--- config.mk ---
export PLATFORM = sky130hd
export DESIGN_NAME = neurram_nmlo_readout
export DESIGN_NICKNAME = d
export VERILOG_FILES = /design/src/rtl/neurram_nmlo_readout.sv
export SDC_FILE = /design/constraint.sdc
export NUM_CORES = 1
export LEC_CHECK = 0
export CORE_UTILIZATION = 30
export CTS_BUF_LIST = sky130_fd_sc_hd__clkbuf_8 sky130_fd_sc_hd__clkbuf_16
export DETAILED_ROUTE_END_ITERATION = 7
export HOLD_SLACK_MARGIN = 0.02
export PLACE_DENSITY = 0.57
export SLEW_MARGIN = 40
export SYNTH_ARGS = -nofsm -noshare
export SYNTH_HDL_FRONTEND = slang
export SYNTH_SLANG_ARGS = --single-unit
export TNS_END_PERCENT = 30
--- constraint.sdc ---
create_clock -name clk -period 6.6 [get_ports clk]
set_input_delay 0.66 -clock clk [delete_from_list [all_inputs] [get_ports clk]]
set_output_delay 0.66 -clock clk [all_outputs]
set_load 0.02 [all_outputs]
--- src/rtl/neurram_nmlo_readout.sv ---
// -----------------------------------------------------------------------------
// neurram_nmlo_readout
//
// Captures the NMLO neuron-output vector recorded by the SPI controller and
// streams it to a host pipe-out FIFO as 32-bit words. Each frame is NWORDS data
// words followed by one trailer word {acc2, acc1, acc0, frame_seq}, where accN
// is the popcount of core N's bits. Runs in the SPI controller's clock domain.
//
// Ports:
//   clk               system clock (same as the SPI controller)
//   rst               asynchronous active-low reset
//   capture_req       one-cycle request to capture and stream one frame
//   spi_idle          SPI controller idle flag; capture waits for it
//   spi_from_neurram  recorded NMLO vector, nmlo_length bits per core
//   out_fifo_full     downstream FIFO full; stalls streaming
//   out_fifo_wr_en    write strobe, one word per asserted cycle
//   out_fifo_din      word written (0 whenever out_fifo_wr_en is low)
//   busy              high whenever a frame is pending or in progress
//   frame_seq         completed frame count, wraps 255 -> 0
//   drop_count        requests ignored while busy, saturates at 255
// -----------------------------------------------------------------------------
module neurram_nmlo_readout #(
    parameter int unsigned nmlo_length = 128,  // multiple of 32, at most 224
    parameter int unsigned nmlo_core   = 3     // 1..3
) (
    input  logic                               clk,
    input  logic                               rst,
    input  logic                               capture_req,
    input  logic                               spi_idle,
    input  logic [nmlo_length*nmlo_core-1:0]   spi_from_neurram,
    input  logic                               out_fifo_full,
    output logic                               out_fifo_wr_en,
    output logic [31:0]                        out_fifo_din,
    output logic                               busy,
    output logic [7:0]                         frame_seq,
    output logic [7:0]                         drop_count
);

    localparam int unsigned WPC    = nmlo_length / 32;
    localparam int unsigned NWORDS = WPC * nmlo_core;
    localparam int unsigned VW     = nmlo_length * nmlo_core;
    localparam int unsigned IDXW   = (NWORDS > 1) ? $clog2(NWORDS) : 1;

    typedef enum logic [2:0] {
        StIdle,
        StWaitIdle,
        StLoad,
        StStream,
        StTrailer
    } state_e;

    state_e            r_state;
    logic [VW-1:0]     r_snap;
    logic [IDXW-1:0]   r_idx;
    // Always three accumulators so the trailer layout is fixed; fields for
    // cores beyond nmlo_core are never written and stay 0.
    logic [7:0]        r_acc [3];
    logic              r_busy;
    logic [7:0]        r_seq;
    logic [7:0]        r_drop;

    logic [31:0]       w_words [NWORDS];
    logic [31:0]       w_cur_word;
    logic [7:0]        w_pop;
    logic              w_last;
    logic [31:0]       w_trailer;

    // Number of set bits in one 32-bit word (fits in 6 bits, kept at 8).
    function automatic logic [7:0] popcount32(input logic [31:0] w);
        logic [7:0] n;
        n = '0;
        for (int i = 0; i < 32; i++) begin
            n = n + {7'd0, w[i]};
        end
        return n;
    endfunction

    // Split the snapshot into words; word k is snapshot[32k+31:32k].
    for (genvar gk = 0; gk < NWORDS; gk++) begin : g_words
        assign w_words[gk] = r_snap[32*gk +: 32];
    end

    assign w_cur_word = w_words[r_idx];
    assign w_pop      = popcount32(w_cur_word);
    assign w_last     = (r_idx == IDXW'(NWORDS - 1));
    assign w_trailer  = {r_acc[2], r_acc[1], r_acc[0], r_seq};

    // Write strobe and data are combinational so a full FIFO blocks the write
    // in the same cycle; the word is simply re-presented next cycle.
    always_comb begin
        out_fifo_wr_en = 1'b0;
        out_fifo_din   = '0;
        if (!out_fifo_full) begin
            if (r_state == StStream) begin
                out_fifo_wr_en = 1'b1;
                out_fifo_din   = w_cur_word;
            end else if (r_state == StTrailer) begin
                out_fifo_wr_en = 1'b1;
                out_fifo_din   = w_trailer;
            end
        end
    end

    always_ff @(posedge clk or negedge rst) begin
        if (!rst) begin
            r_state <= StIdle;
            r_snap  <= '0;
            r_idx   <= '0;
            for (int c = 0; c < 3; c++) begin
                r_acc[c] <= '0;
            end
            r_busy  <= 1'b0;
            r_seq   <= '0;
            r_drop  <= '0;
        end else begin
            // Requests are never queued: any request outside IDLE is counted
            // and dropped, including one coinciding with TRAILER -> IDLE.
            if (capture_req && (r_state != StIdle) && (r_drop != 8'hFF)) begin
                r_drop <= r_drop + 8'd1;
            end

            case (r_state)
                StIdle: begin
                    if (capture_req) begin
                        r_state <= StWaitIdle;
                        r_busy  <= 1'b1;
                    end
                end

                StWaitIdle: begin
                    if (spi_idle) begin
                        r_state <= StLoad;
                    end
                end

                StLoad: begin
                    r_snap <= spi_from_neurram;
                    r_idx  <= '0;
                    for (int c = 0; c < 3; c++) begin
                        r_acc[c] <= '0;
                    end
                    r_state <= StStream;
                end

                StStream: begin
                    if (!out_fifo_full) begin
                        // Word k belongs to core k / WPC.
                        for (int c = 0; c < int'(nmlo_core); c++) begin
                            if ((int'(r_idx) / int'(WPC)) == c) begin
                                r_acc[c] <= r_acc[c] + w_pop;
                            end
                        end
                        if (w_last) begin
                            r_state <= StTrailer;
                        end else begin
                            r_idx <= r_idx + IDXW'(1);
                        end
                    end
                end

                StTrailer: begin
                    if (!out_fifo_full) begin
                        r_seq   <= r_seq + 8'd1;
                        r_state <= StIdle;
                        r_busy  <= 1'b0;
                    end
                end

                default: begin
                    r_state <= StIdle;
                    r_busy  <= 1'b0;
                end
            endcase
        end
    end

    assign busy       = r_busy;
    assign frame_seq  = r_seq;
    assign drop_count = r_drop;

endmodule
# After elaboration in Yosys (flattened, before gate mapping)
# Index checks and enable logic that the tools add are counted.
word_totals:
  register_bits: 432
  latchBits: 0
  ramBits: 0
  rom_bits: 0
  in_bits: 389
  wordCells: 107
  n_memories: 0
op_classes:
  n_addsub: 37
  multipliers: 0
  n_div: 0
  n_lt_le_gt_ge: 1
  n_eq_ne: 17
  n_shift: 0
  n_mux: 26
  bitwise_logic: 3
  n_reduce_logical: 14
op_table:
  columns: ["op", "n"]
  rows:
  - ["$add 8x1->8", 24]
  - ["$mux 32", 5]
  - ["$bmux 32 s4", 1]
  - ["$pmux 24 s2", 1]
  - ["$logic_not 32->1", 1]
  - ["$add 8x8->8", 3]
  - ["$mux 24", 1]
  - ["$mux 8", 3]
  - ["$add 8x1->8 const B", 2]
  - ["$mux 3", 5]
  - ["$pmux 3 s5", 1]
  - ["$reduce_and 3->1", 5]
  - ["$ne 2x2->1 const B", 6]
  - ["$add 7x1->8", 1]
  - ["$mux 4", 2]
  - ["$ne 8x8->1 const B", 1]
  - ["$pmux 4 s2", 1]
  - ["$add 6x1->7", 1]
  - ["$add 5x1->6", 1]
  - ["$eq 3x2->1 const B", 2]
  - ["$ne 2x1->1 const B", 3]
  - ["$add 4x1->5", 1]
  - ["$ge 5x5->1 const B", 1]
  - ["$mux 1", 5]
  - ["18 further kinds", 21]

# Depth between registers and ports, before layout
logic_depth:
  depth_word: 39
  ltp_mapped: 29
  mapped_depth_nobuf: 26

# Least setup slack after synthesis
# No wires, ideal clock.
synth_timing:
  path_type: "reg-to-reg"
  from: "register r_idx[0]"
  to: "register r_acc[6] (netlist name)"
  setup_time_ns: 0.122
  arrival_time_ns: 6.843
  slack_ns: -0.365
  path_stages_with_launch: 26
  period_less_slack_ns: 6.965
  cell_sequence: "dfrtp_1 buf_4 buf_6 buf_4 mux4_2 mux2i_1 o21ai_0 fa_1 inv_1 fa_1 fa_1 fa_1 inv_1 fa_1 fa_1 ha_1 fa_1 a21o_1 a21oi_1 xnor2_1 ha_1 o21a_1 o31a_1 o31ai_1 xor2_1 nor2_1"
synth_between:
  elab_chain_len: 39
synth_lines:
  columns: ["element", "line_no", "rtl"]
  rows:
  - ["start: declaration", "54", "logic [IDXW-1:0] r_idx;"]
  - ["start signal: assignment", "156", "r_idx <= r_idx + IDXW'(1);"]
  - ["$not 4->5 (implied by the code) (*)", "83", "assign w_cur_word = w_words[r_idx];"]
  - ["$bmux 32 s4 (*)", "83", null]
  - ["$mux 32 (implied by the code) (*) (2 in a row)", "83", null]
  - ["$add 1x1->2", "73", "n = n + {7'd0, w[i]};"]
  - ["$add 2x1->3", "73", null]
  - ["$add 3x1->4", "73", null]
  - ["$add 4x1->5", "73", null]
  - ["$add 5x1->6", "73", null]
  - ["$add 6x1->7", "73", null]
  - ["$add 7x1->8", "73", null]
  - ["$add 8x1->8 (23 in a row)", "73", null]
  - ["$add 8x1->8 (*)", "73", null]
  - ["$add 8x8->8 (*)", "150", "r_acc[c] <= r_acc[c] + w_pop;"]
  - ["$mux 8 (*)", "149", "if ((int'(r_idx) / int'(WPC)) == c) begin"]
  - ["$mux 24 (*)", "146", "if (!out_fifo_full) begin"]
  - ["$pmux 24 s2 (*)", "122", "case (r_state)"]
  - ["end signal: indexed assignment", "150", null]
  - ["end: declaration", "57", "logic [7:0] r_acc [3];"]
# Every way passes the cells marked *; elsewhere a longest branch is shown, timed or not. The select of a mux whose other input is x is not followed.
# A chain may end at the register's enable or synchronous reset.

# Worst setup path after layout
layout_timing:
  from: "register r_idx[0]"
  to: "register r_acc[22] (netlist name)"
# The elaborated chain is that of the path after synthesis.

==> run_results.csv <==
group,metric,value,unit
yosys,synth-main-ff-cell,"dfrtp_1",
die,rows,96,
die,design.core.area,69100,sq um
sta,fin_skew,0.0231,ns
global_routing,grt_pass1_vias,15800,
run,cap_violations,0,
global_routing,grt_overflow,0,
sta,finalMaxSlewViolations,0,
critical_path,cp-start-kind,"flop",
yosys,ys_seq_area_frac,0.513,
critical_path,r2r_start,"r_idx[0]",
routing,ant_nets,0,
placement,io_buffers,438,
cells_and_area,finalNetCount,2440,
yosys,syn_area,21100,sq um
cts,cts_hold_buf,0,
sta,rsz0062_at_grt,"yes",
yosys,yosysWarningCount,0,
sta,tns,-6.37,ns
routing,via_count,14500,
sta,worst_slew_pin_slew,0.849,ns
cts,cts_root_buf,"clkbuf_16",
global_routing,grt_max_degree,159,
status,status,"finished with violations",
critical_path,crit_path_frequent_cell,"fa_1",
routing,viasPerCell,4.86,
routing,detail_route.wl_per_cell,22.5,um
critical_path,worstSetupPathType,"flop to flop",
yosys,syn_area_per_cell,14.5,sq um
sta,slew_headroom,0.433,
cts,clock_sinks,432,
critical_path,required,7.06,ns
routing,drt_iter0_drc,765,
sta,setup_violations,18,
min_path,hold_path_class,"input pin to asynchronous set/reset pin",
cells_and_area,final_cells,2977,
die,pin_count,439,
sta,setup_slack,-0.549,ns
yosys,synth_area_leaders,"dfrtp_1 (51%), mux2_2 (21%), mux4_2 (10%)",
critical_path,cp-startpoint,"r_idx[0]",
routing,firstDrtPassIters,5,
routing,drc_errors,0,
yosys,yosys.area.top_type_share,0.513,
cts,cts_buffers,52,
placement,place_congestion,0.897,
yosys,ys_types,47,
routing,finalWirelength,67000,um
critical_path,cp_slowest_cell,"mux4_2",
cells_and_area,drive_above_1_share,0.380,
sta,finalHoldViolCount,0,
placement,placedCellCount,2855,
placement,place_ws,-0.727,ns
critical_path,r2r_slack,-0.55,ns
die,design.die.area,71300,sq um
critical_path,cp_data_arrival_time,7.61,ns
die,fp.dieH,267,um
yosys,synth_largest_area_cell,"dfrtp_1",
yosys,synth_edf_count,0,
cts,clk_pin_slew,0.06,ns
critical_path,cp_max_fo,6,
cts,clockBufferDepth,3,
die,die_w,267,um
placement,hpwl,50700,um
global_routing,grt_pass1_wl,100000,um
critical_path,cpPeakStageDelay,0.58,ns
die,start_util,0.305,
yosys,yosys_register_bits,432,
critical_path,worstSetupEndpointType,"flop",
sta,max_freq,140,MHz
status,violations,"setup timing",
sta,fin_crit_sh,1.08,
sta,min_period,7.15,ns
yosys,async_flop_share,1.00,
yosys,syn_inst,1457,
yosys,syn_nets,1901,
global_routing,grt_util_all_layers,0.189,
cts,clock_latency,0.62,ns
global_routing,antenna_found_initial,26,
cts,cts_tree,"yes",
cts,htreeDepth,2,
cells_and_area,area_delta_synth_final,40.8,%
## metrics by stage
stage | util | hold WS [ns] | cell area (sq um)
floorplan | - | 0.364 | 21200
global placement | 0.394 | 0.484 | 27200
detailed placement | 0.395 | 0.490 | 27300
CTS | 0.426 | 0.0346 | 29400
global route | 0.429 | 0.0677 | 29600
finish | 0.429 | 0.0103 | 29700
## flip-flops by register name, summed over array words and instances, names as in the netlist
name / cells
r_snap: 384
frame_seq: 8
r_idx: 4
r_state: 3
busy: 1
r_acc: 24
drop_count: 8
## area by class of cell
class / instances / area, sq um
inverter: 38 / 145
multi-input combinational: 896 / 9970
antenna: 6 / 15.0
fill: 6330 / 39400
timing repair buffer: 576 / 5730
clock inverter: 36 / 358
clock buffer: 62 / 1450
sequential: 432 / 10800
tap: 931 / 1160
## placed cells by master, fill, tap and decap left out, drive strengths merged, types with 2 or more instances in the layout
master / count
and3: 2
nand2: 44
nand2b: 2
clkdlybuf4s50: 437
diode: 6
clkinvlp: 6
fa: 27
or3: 2
mux4: 96
a21oi: 22
o211a: 2
nor2: 47
bufinv: 5
o31ai: 8
clkbuf: 62
mux2: 387
a22o: 6
a32o: 3
xnor2: 17
dfrtp: 432
a21o: 4
xor2: 15
o21a: 8
a211oi: 7
buf: 139
nand3: 9
o41ai: 2
a22oi: 28
ha: 28
nand4: 2
o21ai: 72
inv: 51
clkinv: 12
and4: 2
nor3: 5
nor2b: 7
mux2i: 32
## cell usage after synthesis, types with 2 or more instances
| cell type | instances |
|---|---|
| or3_1 | 2 |
| nor3_1 | 5 |
| buf_1 | 4 |
| nand2_1 | 44 |
| o211a_1 | 2 |
| mux4_2 | 96 |
| a22o_1 | 6 |
| ha_1 | 28 |
| o21ai_1 | 30 |
| clkbuf_1 | 21 |
| and4_1 | 2 |
| mux2_2 | 387 |
| o31ai_1 | 8 |
| buf_2 | 51 |
| xor2_1 | 15 |
| and3_1 | 2 |
| buf_6 | 5 |
| a32o_1 | 3 |
| a211oi_1 | 7 |
| dfrtp_1 | 432 |
| buf_4 | 10 |
| nor2_1 | 46 |
| a22oi_1 | 28 |
| a21o_1 | 4 |
| xnor2_1 | 17 |
| mux2i_1 | 32 |
| nand4_1 | 2 |
| o41ai_1 | 2 |
| o21a_1 | 8 |
| nor2b_1 | 7 |
| a21oi_1 | 22 |
| nand2b_1 | 2 |
| nand3_1 | 9 |
| o21ai_0 | 42 |
| inv_1 | 38 |
| fa_1 | 27 |
## path summary, 6_finish.rpt
check                         endpoint  cells after the start
max                          r_acc[22]                     25
min                        r_snap[121]                      1
max reg2reg                  r_acc[22]                     25
min reg2reg                r_snap[221]                      1
max in group asynchronous  r_snap[132]                      3
min in group clk           r_snap[221]                      1
## cell families (layout without fill, tap and decap cells)
group                    count (synthesis)  in the layout  share of synthesized area
AND/OR/NAND/NOR                        126            126                     0.0269
other                                    0              6                          0
XOR/XNOR                                32             32                     0.0133
buffers and inverters                  129            712                     0.0296
AO/OA/AOI/OAI                          168            168                     0.0500
multiplexers                           515            515                      0.325
flip-flops                             432            432                      0.513
adder cells (fa/ha/maj)                 55             55                     0.0423
## critical path: cells and delay by family (launching register included)
kind / cells / cell delay [ns]
XOR/XNOR: 2 / 0.29
buffers and inverters: 6 / 0.80
AO/OA/AOI/OAI: 3 / 0.45
adder cells (fa/ha/maj): 9 / 3.81
AND/OR/NAND/NOR: 3 / 0.33
flip-flops: 1 / 0.51
multiplexers: 2 / 0.79
## metal layers
metal,GRT usage,up-vias,routed length [um]
met1,0.240,7413,28000
met4,0.0499,36,1600
met3,0.0677,119,5780
met5,0,-,229
met2,0.303,414,31400
li1,-,6476,-
## timing repair
action                     CTS  global route
pin swaps                   20             9
gates resized for setup     46            39
gates cloned                 2             0
setup endpoints to repair   21            21
buffers inserted            11             6
Power is left out: the tool's default activity adds up to more than one toggle a clock period on the data nets, which glitch-free logic cannot reach.
